$ cat src/rtl/usb_packet_decoder_pkg.sv
// Shared types, constants and CRC helpers for the USB receive-side packet decoder.
package usb_packet_decoder_pkg;

  localparam int unsigned PID_W   = 4;
  localparam int unsigned CNT_W   = 11;
  localparam int unsigned ADDR_W  = 7;
  localparam int unsigned ENDP_W  = 4;
  localparam int unsigned FRAME_W = 11;

  typedef enum logic [PID_W-1:0] {
    PID_RSVD  = 4'h0,
    PID_OUT   = 4'h1,
    PID_ACK   = 4'h2,
    PID_DATA0 = 4'h3,
    PID_PING  = 4'h4,
    PID_SOF   = 4'h5,
    PID_NYET  = 4'h6,
    PID_DATA2 = 4'h7,
    PID_SPLIT = 4'h8,
    PID_IN    = 4'h9,
    PID_NAK   = 4'hA,
    PID_DATA1 = 4'hB,
    PID_PRE   = 4'hC,
    PID_SETUP = 4'hD,
    PID_STALL = 4'hE,
    PID_MDATA = 4'hF
  } pid_t;

  typedef enum logic [2:0] {
    S_IDLE,
    S_PID,
    S_TOK1,
    S_TOK2,
    S_DATA,
    S_WAIT_END
  } state_t;

  // What the packet-end evaluation has to report; KIND_DONE means already reported.
  typedef enum logic [2:0] {
    KIND_NONE,
    KIND_TOKEN,
    KIND_HS,
    KIND_DATA,
    KIND_DONE
  } kind_t;

  typedef struct packed {
    logic [ADDR_W-1:0] addr;
    logic [ENDP_W-1:0] endp;
  } token_t;

  localparam logic [4:0]  CRC5_INIT      = 5'b11111;
  localparam logic [4:0]  CRC5_POLY      = 5'b00101;
  localparam logic [4:0]  CRC5_RESIDUAL  = 5'b01100;
  localparam logic [15:0] CRC16_INIT     = 16'hFFFF;
  localparam logic [15:0] CRC16_POLY     = 16'h8005;
  localparam logic [15:0] CRC16_RESIDUAL = 16'h800D;

  // Serial CRC5 over one byte, bits taken in wire order (LSB first).
  function automatic logic [4:0] crc5_byte(input logic [4:0] crc, input logic [7:0] data);
    logic [4:0] c;
    c = crc;
    for (int i = 0; i < 8; i++) begin
      if (c[4] ^ data[i]) c = {c[3:0], 1'b0} ^ CRC5_POLY;
      else                c = {c[3:0], 1'b0};
    end
    return c;
  endfunction

  // Byte-parallel CRC16 update, bits taken in wire order (LSB first).
  function automatic logic [15:0] crc16_byte(input logic [15:0] crc, input logic [7:0] data);
    logic [15:0] c;
    c = crc;
    for (int i = 0; i < 8; i++) begin
      if (c[15] ^ data[i]) c = {c[14:0], 1'b0} ^ CRC16_POLY;
      else                 c = {c[14:0], 1'b0};
    end
    return c;
  endfunction

endpackage

$ cat src/rtl/usb_crc16.sv
// Byte-wide CRC16 accumulator for DATA payloads; clear has priority over enable.
module usb_crc16
  import usb_packet_decoder_pkg::*;
(
  input  logic        clk,
  input  logic        reset_n,
  input  logic        clear,
  input  logic        en,
  input  logic [7:0]  data,
  output logic [15:0] crc
);

  logic [15:0] crc_q, crc_d;

  always_comb begin
    crc_d = crc_q;
    if (clear)   crc_d = CRC16_INIT;
    else if (en) crc_d = crc16_byte(crc_q, data);
  end

  always_ff @(posedge clk or negedge reset_n) begin
    if (!reset_n) crc_q <= CRC16_INIT;
    else          crc_q <= crc_d;
  end

  assign crc = crc_q;

endmodule

$ cat config.mk
export PLATFORM = sky130hd
export DESIGN_NAME = usb_crc16
export DESIGN_NICKNAME = d
export VERILOG_FILES = /design/src/rtl/usb_packet_decoder_pkg.sv /design/src/rtl/usb_crc16.sv
export SDC_FILE = /design/constraint.sdc
export NUM_CORES = 1
export LEC_CHECK = 0
export CAP_MARGIN = 20
export CORE_UTILIZATION = 49
export DETAILED_ROUTE_END_ITERATION = 16
export MAX_ROUTING_LAYER = met4
export PLACE_DENSITY = 0.83
export RECOVER_POWER = 50
export SLEW_MARGIN = 10
export SYNTH_ARGS = -nofsm -noshare
export SYNTH_HDL_FRONTEND = slang
export SYNTH_SLANG_ARGS = --single-unit
$ cat constraint.sdc
create_clock -name clk -period 4.35 [get_ports clk]
set_input_delay 0.6525 -clock clk [delete_from_list [all_inputs] [get_ports clk]]
set_output_delay 0.6525 -clock clk [all_outputs]
set_load 0.01 [all_outputs]
* Word level (Yosys, flattened, before mapping) *
Index checks and enable logic that the tools add are counted.

cells by class
  muxes and demuxes = 24
  bitwise operators = 16
  reduce and logical (&&, ||, !) cells = 1

operators with widths
  cell                number
  16-bit 2-to-1 mux   24
  3-bit NOT           8
  1-bit XOR           8
  2-bit nonzero test  1

word-level totals
  register bits = 16
  bits of input ports = 12
  output and inout bits = 16
  word-level logic and storage cells = 42

* Logic depth before layout (Yosys ltp) *
  depth after elaboration = 32
  mapped depth = 5
  depth with buffers taken out = 5

* Worst setup path before layout *
Ideal clock, no wire load.

  path type = in2reg
  start point = input data[0]
  end point = register crc_q[0], in the netlist crc[0]
  library setup time = 82 ps
  data arrival time = 1,857 ps
  data required time = 4,268 ps
  setup slack = 2,412 ps
  stages on the path = 5
  buffers on the path = 0
  cells stage by stage = xnor2_2 -> xor2_1 -> xnor3_2 -> and3_1 -> nor3_1

on the way
  word-level cells in the longest chain between the ends = 32

RTL lines
  item                  RTL line                      RTL
  from (decl)           usb_crc16.sv:9                input logic [7:0] data,
  1-bit XOR             usb_packet_decoder_pkg.sv:75  if (c[15] ^ data[i]) c = {c[14:0], 1'b0} ^ CRC16_POLY;
  16-bit 2-to-1 mux     usb_packet_decoder_pkg.sv:75
  16-bit 2-to-1 mux     usb_crc16.sv:18               else if (en) crc_d = crc16_byte(crc_q, data);
  16-bit 2-to-1 mux     usb_crc16.sv:17               if (clear) crc_d = CRC16_INIT;
  1-bit XOR             usb_packet_decoder_pkg.sv:75
  16-bit 2-to-1 mux     usb_packet_decoder_pkg.sv:75
  16-bit 2-to-1 mux     usb_crc16.sv:18
  16-bit 2-to-1 mux     usb_crc16.sv:17
  (+16 left out)        -
  1-bit XOR             usb_packet_decoder_pkg.sv:75
  16-bit 2-to-1 mux     usb_packet_decoder_pkg.sv:75
  16-bit 2-to-1 mux     usb_crc16.sv:18
  16-bit 2-to-1 mux     usb_crc16.sv:17
  1-bit XOR             usb_packet_decoder_pkg.sv:75
  16-bit 2-to-1 mux     usb_packet_decoder_pkg.sv:75
  16-bit 2-to-1 mux     usb_crc16.sv:18
  16-bit 2-to-1 mux     usb_crc16.sv:17
  to (signal assigned)  usb_crc16.sv:23               else crc_q <= crc_d;
  to (decl)             usb_crc16.sv:13               logic [15:0] crc_q, crc_d;

No other way between the ends. The select of a mux whose other input is x is not followed.
A chain may end at the register's enable or synchronous reset.

* Worst setup path in the final report *
  start point = input data[0]
  end point = register crc_q[1], in the netlist crc[1]

on the way
  word-level cells in the longest chain between the ends = 31

RTL lines
  item               RTL line
  1-bit XOR          usb_packet_decoder_pkg.sv:75
  16-bit 2-to-1 mux  usb_packet_decoder_pkg.sv:75
  16-bit 2-to-1 mux  usb_crc16.sv:18
  16-bit 2-to-1 mux  usb_crc16.sv:17
  1-bit XOR          usb_packet_decoder_pkg.sv:75
  16-bit 2-to-1 mux  usb_packet_decoder_pkg.sv:75
  16-bit 2-to-1 mux  usb_crc16.sv:18
  16-bit 2-to-1 mux  usb_crc16.sv:17
  (+15 left out)     -
  16-bit 2-to-1 mux  usb_crc16.sv:17
  1-bit XOR          usb_packet_decoder_pkg.sv:75
  16-bit 2-to-1 mux  usb_packet_decoder_pkg.sv:75
  16-bit 2-to-1 mux  usb_crc16.sv:18
  16-bit 2-to-1 mux  usb_crc16.sv:17
  16-bit 2-to-1 mux  usb_packet_decoder_pkg.sv:75
  16-bit 2-to-1 mux  usb_crc16.sv:18
  16-bit 2-to-1 mux  usb_crc16.sv:17

No other way between the ends. The select of a mux whose other input is x is not followed.

==> impl_metrics.yaml <==
run_status:
  status: "complete, no violations"
placed_design:
  dp_hpwl_mm: 1.30
  io_buffers: 27
  place.gp.congestion: 0.785
  placed_area_um2: 1190
timing:
  hold_viol: 0
  min_period_ns: 2.24
  rsz0062_at_grt: "no"
  setup_tns_ns: 0
  final-max-slew-violation-count: 0
  min_period_over_period_pct: 51.6
  tightest_slew_ns: 0.828
  fmax_mhz: 446
  slew_headroom_pct: 44.6
  holdWs_ns: 0.593
  finalSetupViolCount: 0
  fin_skew_ns: 0.00506
global_routing:
  grt_use_total_pct: 21.4
  grt_max_degree: 27
  overflow: 0
  grt_pass1_vias: 685
  grt_pass1_wl_mm: 3.02
  antenna_found_initial: 0
finish:
  nets: 125
  antenna_cells: 0
  largest_register_ffs: 16
  post-route-util_pct: 71.0
  finalInstanceArea_um2: 1230
  drive_gt1_share_pct: 21.4
  syn_to_final_growth_pct: 34.6
  fillers: 144
worst_hold_path:
  hold_depth: 2
  hp-class: "reg2reg"
floorplanning:
  fp.dieH_um: 45.1
  initial_core_util_pct: 52.8
  num_io_pins: 28
  dieArea_um2: 2040
  placement_rows: 15
  core_um2: 1730
  die_w_um: 45.1
yosys:
  synth_seq_cells: 16
  yosys.cell_types.count: 19
  syn-num-nets: 97
  yosysWarnings: 0
  avgSynthCellArea_um2: 10.7
  synthesis.area_um2: 911
  ys_seq_area_share_pct: 46.2
  syn-instance-count: 85
clock_tree:
  cts_buffer_depth: 2
  cts_resized: 0
  cts_made_buffers: 3
  clk_pin_slew_ns: 0.10
  htreeDepth: 1
  clk_latency_ns: 0.28
  cts_setup_buffers: 0
  cts_root_buf: "clkbuf_4"
  cts_sinks: 16
  cts_hold_buf: 0
  cts_tree: "done"
critical_path:
  crit_type: "in2reg"
  worstPathMaxFanout: 5
  reg2regPathDepth: 5
  cp-end-kind: "flip-flop"
  startpoint_type: "primary input"
  critical_path_arrival_ns: 2.45
  cp.required_ns: 4.56
pwr:
  power_w: 0.000574
  p_per_area_nw_per_um2: 468
  p_leak_nw: 0.473
  vdd_drop_max_uv: 230
route:
  antenna_left: 0
  drtIter0Drc: 12
  drt_wl_total_mm: 1.80
  viasPerCell: 5.10
  drt_pass1_iterations: 3
  num_vias: 699
  drcViolationCount: 0
  routedWlPerCell_um: 13.1
run:
  drv_cap: 0
## path summary, 6_finish.rpt
path	start	to	slack, ns
worst max-delay path	data[0]	crc[1]	2.11
worst min register to register	crc[15]	crc[15]	0.59
worst max register to register	crc[15]	crc[1]	2.43
max in group asynchronous	reset_n	crc[4]	3.09
worst min-delay path	crc[15]	crc[15]	0.59
min in group asynchronous	reset_n	crc[1]	1.23
## cell usage in the layout (no fill, tap or decap), types with 4 or more instances in the layout
cell type / instances
clkdlybuf4s50_1: 25
dfstp_2: 16
xnor2_1: 11
nor2_1: 8
a21oi_1: 8
a211o_1: 6
xor2_1: 6
or2_1: 6
nor3_1: 4
## metrics by stage
stage / std cells / setup slack, ns
after floorplan: 85 / 2.41
after global placement: 133 / 1.88
after detailed placement: 133 / 1.81
after CTS: 137 / 2.10
after global routing: 137 / 1.98
final: 137 / 2.11
## cells by family (layout without fill, tap and decap cells)
kind of cell / Yosys count / count (layout) / synth area share (%)
XOR/XNOR: 20 / 20 / 22.5
flip-flops: 16 / 16 / 46.2
AO/OA/AOI/OAI: 15 / 15 / 10.7
AND/OR/NAND/NOR: 29 / 29 / 17.7
buffers and inverters: 5 / 32 / 2.88
## report_power, final
group,leakage [nW],switching [W],internal (W),total [W]
logic,0.283,0.000112,0.000144,0.000256
clock network,0.0210,0.0000455,0.0000509,0.0000964
registers,0.169,0.0000260,0.000195,0.000221
## routing by layer
metal,up-vias,GRT usage (%),part of all wire (%)
li1,336,-,-
met1,348,26.5,45
met2,15,36.2,52
met3,0,3.60,2.9
met4,0,5.45,0
met5,-,-,0
## final cells by class
type,instances,area (um^2),area share [%]
Clock buffer,4,36.3,2.96
Inverter,1,3.75,0.306
Multi-Input combinational cell,64,464,37.9
Sequential cell,16,420,34.3
Tap cell,25,31.3,2.55
Timing Repair Buffer,27,270,22.0
## worst max-delay path, cell delays in order
cell             delay, ns
clkdlybuf4s50_1       0.45
xnor2_2               0.23
xor2_1                0.25
xnor3_2               0.51
and3_1                0.20
nor3_1                0.17
## cell usage after synthesis, drive strengths merged
| library cell | n | area share, % |
|---|---|---|
| dfstp | 16 | 46 |
| xnor2 | 13 | 14 |
| a21oi | 8 | 4.4 |
| nor2 | 8 | 3.3 |
| or2 | 7 | 4.8 |
| a211o | 6 | 5.8 |
| xor2 | 6 | 5.8 |
| nor3 | 4 | 2.2 |
| nor2b | 3 | 2.1 |
| and2 | 2 | 1.4 |
| and3 | 2 | 1.4 |
| buf | 2 | 1.6 |
| clkbuf | 2 | 0.82 |
| nor3b | 2 | 1.6 |
| and2b | 1 | 0.96 |
| inv | 1 | 0.41 |
| o21ai | 1 | 0.55 |
| xnor3 | 1 | 2.6 |
Power figures use the tool's default switching activity.
